### src/rtl/mem_stage_sram_ctrl.sv
// MEM-stage data-memory controller: one 32-bit load/store becomes two 16-bit SRAM accesses, low half first.
// Latency: 1 + 2*WAIT_CYCLES frozen cycles (IDLE, LO, HI), then one DONE cycle in which rd_data is valid.
// Backpressure: freeze stalls PC, IF/ID/EXE and MEM stage registers; it drops in DONE so the pipeline advances.
//
// Ports:
//   clk, rst                 rising-edge clock, synchronous active-high reset
//   MEM_R_EN, MEM_W_EN       load / store request (store wins if both set)
//   ALU_Res, Val_Rm          byte address, store data
//   rd_data                  assembled load word, held until the next completed load
//   freeze                   pipeline stall request
//   sram_addr, sram_dq_out, sram_dq_oe, sram_dq_in, sram_we_n   16-bit SRAM bus
//   mem_misalign             misaligned-request flag
// Optional feature macro: MEM_ALIGN_CHECK_EN (reject requests with ALU_Res[1:0] != 0).

module mem_stage_sram_ctrl #(
  parameter int unsigned ADDR_BASE   = 1024,
  parameter int unsigned WAIT_CYCLES = 2
) (
  input  logic        clk,
  input  logic        rst,
  input  logic        MEM_R_EN,
  input  logic        MEM_W_EN,
  input  logic [31:0] ALU_Res,
  input  logic [31:0] Val_Rm,
  output logic [31:0] rd_data,
  output logic        freeze,
  output logic [17:0] sram_addr,
  output logic [15:0] sram_dq_out,
  output logic        sram_dq_oe,
  input  logic [15:0] sram_dq_in,
  output logic        sram_we_n,
  output logic        mem_misalign
);

  localparam int unsigned CW = (WAIT_CYCLES > 1) ? $clog2(WAIT_CYCLES) : 1;
  localparam logic [CW-1:0] CNT_LAST = CW'(WAIT_CYCLES - 1);

  typedef enum logic [1:0] {
    S_IDLE = 2'd0,
    S_LO   = 2'd1,
    S_HI   = 2'd2,
    S_DONE = 2'd3
  } state_t;

  state_t        r_state;
  state_t        w_state_nxt;
  logic [CW-1:0] r_cnt;
  logic [CW-1:0] w_cnt_nxt;

  logic [16:0]   r_idx;
  logic [31:0]   r_data;
  logic          r_is_write;
  logic [15:0]   r_lo;
  logic [31:0]   r_rd_data;

  logic          w_req;
  logic          w_misalign;
  logic          w_start;
  logic          w_cnt_last;
  logic [16:0]   w_idx;

  assign w_req      = MEM_R_EN | MEM_W_EN;
  // Word index wraps modulo 2^17: upper address bits are simply dropped.
  assign w_idx      = 17'((ALU_Res - 32'(ADDR_BASE)) >> 2);
  assign w_cnt_last = (r_cnt == CNT_LAST);

`ifdef MEM_ALIGN_CHECK_EN
  assign w_misalign = w_req & (ALU_Res[1:0] != 2'b00);
`else
  assign w_misalign = 1'b0;
`endif

  assign w_start = w_req & ~w_misalign;
  assign rd_data = r_rd_data;

  // State register
  always_ff @(posedge clk) begin
    if (rst) begin
      r_state <= S_IDLE;
      r_cnt   <= '0;
    end else begin
      r_state <= w_state_nxt;
      r_cnt   <= w_cnt_nxt;
    end
  end

  // Next state and bus outputs; bus is decoded from registered state and latches only.
  always_comb begin
    w_state_nxt  = r_state;
    w_cnt_nxt    = r_cnt;
    sram_addr    = 18'd0;
    sram_dq_out  = 16'd0;
    sram_dq_oe   = 1'b0;
    sram_we_n    = 1'b1;
    freeze       = 1'b0;
    mem_misalign = 1'b0;

    case (r_state)
      S_IDLE: begin
        if (w_start) begin
          w_state_nxt = S_LO;
          w_cnt_nxt   = '0;
        end
      end
      S_LO: begin
        sram_addr   = {r_idx, 1'b0};
        sram_dq_out = r_is_write ? r_data[15:0] : 16'd0;
        sram_dq_oe  = r_is_write;
        sram_we_n   = ~r_is_write;
        if (w_cnt_last) begin
          w_state_nxt = S_HI;
          w_cnt_nxt   = '0;
        end else begin
          w_cnt_nxt = r_cnt + 1'b1;
        end
      end
      S_HI: begin
        sram_addr   = {r_idx, 1'b1};
        sram_dq_out = r_is_write ? r_data[31:16] : 16'd0;
        sram_dq_oe  = r_is_write;
        sram_we_n   = ~r_is_write;
        if (w_cnt_last) begin
          w_state_nxt = S_DONE;
          w_cnt_nxt   = '0;
        end else begin
          w_cnt_nxt = r_cnt + 1'b1;
        end
      end
      S_DONE: begin
        w_state_nxt = S_IDLE;
      end
      default: begin
        w_state_nxt = S_IDLE;
        w_cnt_nxt   = '0;
      end
    endcase

    // A rejected misaligned request must not stall the pipeline; reset forces the stall off.
    if (!rst) begin
      freeze       = w_req & (r_state != S_DONE) & ~((r_state == S_IDLE) & w_misalign);
      mem_misalign = w_misalign;
    end
  end

  // Request latches and load assembly
  always_ff @(posedge clk) begin
    if (rst) begin
      r_idx      <= '0;
      r_data     <= '0;
      r_is_write <= 1'b0;
      r_lo       <= '0;
      r_rd_data  <= '0;
    end else begin
      if ((r_state == S_IDLE) && w_start) begin
        r_idx      <= w_idx;
        r_data     <= Val_Rm;
        r_is_write <= MEM_W_EN;
      end
      if ((r_state == S_LO) && w_cnt_last && !r_is_write) begin
        r_lo <= sram_dq_in;
      end
      if ((r_state == S_HI) && w_cnt_last && !r_is_write) begin
        r_rd_data <= {sram_dq_in, r_lo};
      end
    end
  end

endmodule

### config.mk
export PLATFORM = sky130hd
export DESIGN_NAME = mem_stage_sram_ctrl
export DESIGN_NICKNAME = d
export VERILOG_FILES = /design/src/rtl/mem_stage_sram_ctrl.sv
export SDC_FILE = /design/constraint.sdc
export NUM_CORES = 1
export LEC_CHECK = 0
export BUFFER_PORTS_ARGS = -buffer_cell sky130_fd_sc_hd__buf_2
export CAP_MARGIN = 20
export CORE_MARGIN = 1.5
export CORE_UTILIZATION = 45
export CTS_BUF_LIST = sky130_fd_sc_hd__clkbuf_16
export CTS_CLUSTER_SIZE = 40
export DETAILED_ROUTE_END_ITERATION = 12
export PLACE_DENSITY = 0.74
export SLEW_MARGIN = 25
export SYNTH_ARGS = -nofsm -noshare
export SYNTH_HDL_FRONTEND = slang
export SYNTH_SLANG_ARGS = --single-unit
### constraint.sdc
create_clock -name clk -period 4.4 [get_ports clk]
set_input_delay 0.66 -clock clk [delete_from_list [all_inputs] [get_ports clk]]
set_output_delay 0.66 -clock clk [all_outputs]
set_load 0.02 [all_outputs]
Yosys cells after proc, flatten, opt, wreduce, memory -nomap -nowiden
Cells that the tools add are included.
- flip-flop bits (word level): 101
- bits in latches: 0
- memory bits (writable): 0
- ROM bits: 0
- input port bits: 84
- output and inout port bits: 70
- logic and storage cells: 44
- memories: 0
- add/subtract/negate cells: 2
- $mul: 0
- div/mod/pow operators: 0
- $lt $le $gt $ge: 0
- equal/unequal tests: 7
- shift operators: 0
- mux-type cells: 14
- bitwise logic cells: 3
- reductions and logical operators: 11
- operators by type and width (cell ; count):
    case mux 18 bit (2 select lines) ; 1
    2-to-1 mux 16 bit ; 2
    case mux 16 bit (2 select lines) ; 1
    subtractor 19 x 11 -> 19 bit, second input constant ; 1
    != test 2 bit, second input constant ; 4
    case mux 2 bit (4 select lines) ; 1
    2-to-1 mux 2 bit ; 3
    logical AND 1 bit ; 5
    2-to-1 mux 1 bit ; 5
    == test 2 bit, second input constant ; 2
    AND reduction 3 bit ; 1
    == test 2 x 1 -> 1 bit, second input constant ; 1
    zero test 2 bit ; 1
    case mux 1 bit (2 select lines) ; 1
    AND reduction 2 bit ; 1
    nonzero test 2 bit ; 1
    OR reduction 2 bit ; 1
    adder 1 bit, second input constant ; 1
    AND 1 bit ; 1
    zero test 1 bit ; 1
    inverter 1 bit ; 1
    OR 1 bit ; 1

Depth between registers and ports, before layout
- depth in word-level cells: 4
- depth in mapped cells: 7
- depth with buffers taken out: 5

Worst setup path after synthesis
No wires, ideal clock.
- path type: register -> output
- from: register r_state[0]
- to: output port sram_dq_out[10]
- arrival: 1.631 ns
- required time: 3.740 ns
- setup slack: 2.109 ns
- stages on the path, launching flop included: 6
- buffers on the path: 1
- path through: dfxtp_1 > inv_1 > ha_1 > nand2_1 > clkbuf_1 > nor2_1
- word-level cells in the longest chain between the ends: 2
- elaborated cells on any way between the ends: 3
- classes of those cells: eq/ne (2); mux (1)
- ends and longest elaborated chain (element ; line ; text):
    start, declared ; 45 ; state_t r_state;
    start signal, assigned ; 82 ; r_state <= w_state_nxt;
    == test 2 bit or == test 2 x 1 -> 1 bit (tied branches) ; 98 ; case (r_state)
    case mux 16 bit (2 select lines) (*) ; 98 ;
    end, declared ; 28 ; output logic [15:0] sram_dq_out,
Mark *: on every way between the ends. The rest lies on a longest branch, timed or not.

Final worst setup path
- from: register r_state[0]
- to: output port sram_addr[15]
- word-level cells in the longest chain between the ends: 2
- elaborated cells on any way between the ends: 3
- classes of those cells: eq/ne (2); mux (1)
- ends and longest elaborated chain (element ; line ; text):
    == test 2 bit or == test 2 x 1 -> 1 bit (tied branches) ; 98 ;
    case mux 18 bit (2 select lines) (*) ; 98 ;
    end, declared ; 27 ; output logic [17:0] sram_addr,
Marks and branches as above.

==> metrics.md <==
| Metric | Value |
|---|---|
| Status | complete, no violations |
| Initial antenna violation count | 0 |
| Vias in the first global route | between 3k and 4k |
| Postcts setup bufs | 0 |
| Share of synthesized registers carrying an async set or reset | 0% |
| Final Cell Area | around 5000 µm² |
| Average wire per standard cell | 12.8 µm |
| Fillers | 840 |
| Multi-input logic area | about 1900 µm² |
| Critical Path RT | 3.74 ns |
| Final GP Congestion | a little over 0.8 |
| Worst Hold Class | reg -> reg |
| Total global routing track utilization | between 20% and 30% |
| CP top delay family | adder cells |
| Crit path cell chain | inv_1 > ha_1 > o21a_1 > and2_1 > buf_2 |
| Initial Util | between 40% and 50% |
| Die H | between 90 and 100 µm |
| Arr. time, crit path | about 2.4 ns |
| Largest net degree at the start of global routing | roughly 100 |
| Core area | a little under 9000 µm² |
| Post_cts resized | 0 |
| Post-Place Cell Area | between 4000 and 5000 µm² |
| Worst vdd ir | 0.000265 V |
| Crit Path Max Fanout | 21 |
| Post-Place Cells | 734 |
| Ports | about 150 |
| Final worst slack | roughly 1.4 ns |
| Clk_lat worst skew | between 0.3 and 0.4 ns |
| Total Power | 2.53 mW |
| CTS Buf Count | 9 |
| Post-synth EDFFs | 0 |
| Drt drc | 0 |
| Final Max Slew Viols | 0 |
| Pleak | roughly 2.1 nW |
| Via density | approximately 5.1 |
| CP endpoint kind | output pin |
| Total Neg Setup Slack | 0 ns |
| Seq. cell area | about 2000 µm² |
| Yosys top cell by area | dfxtp_1 |
| Mapped Cells | 524 |
| Vias | roughly 3.8k |
| Final Hold Violating Endpoints | 0 |
| Highest-delay cell along the critical path | ha_1 |
| N_diodes | 0 |
| RSZ-0062 raised after global routing | false |
| First-iteration detailed-routing DRC count | 142 |
| WS Path Type | reg -> out |
| IO Port Bufs | approximately 140 |
| Die W | between 90 and 100 µm |
| Clock tree root buffer cell | clkbuf_16 |
| Non-filler cells, final | 750 |
| Buf/Inv on CP | 2 |
| Worst Setup Start Kind | register |
| CTS tree | yes |
| Layout Utilization | 57.9% |
| Tcrit/Tclk final | 68.9% |
| DIE AREA | just under 10000 µm² |
| Syn. warnings | 0 |
| Count leader, synth | nand2_1 |
| Hold_buf cts | 0 |
| Final ANT Viol Nets | 0 |
| DP HPWL | around 6500 µm |
| Remaining global-route overflow | 0 |
| Power Density | 500 nW/µm² |
| Switching pwr | 0.846 mW |
| Internal | between 1.5 and 2 mW |
| Drt total wl | just under 10000 µm |
| CTS Buffer Depth | 2 |
| Post-synth top area share | approximately half |
| Seq/Total Area, Yosys | between 40% and 50% |
| Worst hold slack | 0.452 ns |
| Count of distinct cell types in the synthesized netlist | 36 |
| Synth top area cells | dfxtp_1 50%, nand2_1 17%, a21oi_1 11% |
| Synthesized flop and latch total | 101 |
| Clock H-tree levels | 3 |
| Final Critical Period | ~3.0 ns |
| Synth-to-Final Area Change | 24.3% |
| Post-Syn Nets | 614 |
| Flop pwr share | a little under half |
| Post-Syn Area | between 4000 and 5000 µm² |
| First-pass GRT wire length | 16100 µm |
| FMAX | 330 MHz |
| Max-cap violations | 0 |
| Clock Skew | 0.00650 ns |
| Switching share of power | 33.5% |
| Site Rows | 34 |
| Fraction of layout cells with a size suffix above 1 | roughly 25% |
| Most used flip-flop cell after synthesis | dfxtp_1 |
| Pre-CTS setup slack | 1.71 ns |
| Syn Area/Cell | about 7.8 µm² |
| Worst-Margin Slew | approximately 1 ns |
| Worst-path clk slew | 0.07 ns |
| Power share of the combinational group | between 20% and 30% |
| Worst path max stage delay | approximately 0.74 ns |
| Most frequent cells after synthesis | 179 x nand2_1, 101 x dfxtp_1, 92 x a21oi_1 |
| Max_slew headroom | between 30% and 40% |
| DRT Pass-1 Iters | 4 |
| Final setup violation count | 0 |
| Nets | 727 |
| Clk sink count | between 100 and 150 |
| Clock power frac | between 20 and 30% |
==> state kept, by name (all words and copies together), names as in the netlist <==
register    count
r_cnt           1
r_lo           16
rd_data        32
r_is_write      1
r_state         2
r_idx          17
r_data         32
==> layout make-up <==
cell class,count,area share [%]
Sequential cell,101,40.0
Multi-Input combinational cell,380,36.9
Timing Repair Buffer,140,14.4
Clock buffer,9,4.46
Tap cell,108,2.67
Clock inverter,7,1.16
Inverter,5,0.371
==> placed cells by master (no fill, tap or decap), types with 4 or more instances in the layout <==
cell / count
buf_2: 137
ha_1: 6
and2_1: 17
inv_1: 4
a21oi_1: 92
a22oi_1: 16
clkbuf_16: 9
a211oi_1: 8
dfxtp_1: 101
nor2_1: 27
nand2_1: 179
==> worst min-delay path, delay by kind of cell (launching register included) <==
| family | cells | cell delay, ns |
|---|---|---|
| AO/OA/AOI/OAI | 1 | 0.05 |
| flip-flops | 1 | 0.31 |
| AND/OR/NAND/NOR | 1 | 0.05 |
==> kinds of logic after synthesis <==
group	Yosys count	share of synthesized area (%)
other	1	0.0922
DFF	101	49.7
adders and majority gates	6	1.85
and+or+nand+nor	245	25.4
xor gates and xnor gates	3	0.646
buffers and inverters	43	4.71
AOI/OAI and AO/OA	125	17.5
==> power by group through the flow <==
stage,clock network [mW],logic [mW],registers [mW]
6_report,0.746,0.639,1.14
5_1_grt,0.801,0.716,1.16
4_1_cts,0.763,0.644,1.14
3_5_place_dp,0,0.644,1.16
3_3_place_gp,0,0.607,1.15
2_1_floorplan,0,0.473,1.15
==> per-layer routing <==
metal  global-route usage (%)  up-vias  wire (µm)
met5                        0        -          0
met4                     6.15        0        122
met3                     5.01       11        554
met2                     36.1      100       4840
met1                     23.5     1755       4090
li1                         -     1956          -
==> final timing paths <==
kind / from / endpoint / slack, ns / cells past startpoint
worst min register to register: rd_data[25] / rd_data[25] / 0.45 / 2
worst min-delay path: rd_data[25] / rd_data[25] / 0.45 / 2
worst max-delay path: r_state[0] / sram_addr[15] / 1.37 / 5
worst max register to register: r_state[0] / rd_data[26] / 2.14 / 5
(Power assumes the default switching activity.)
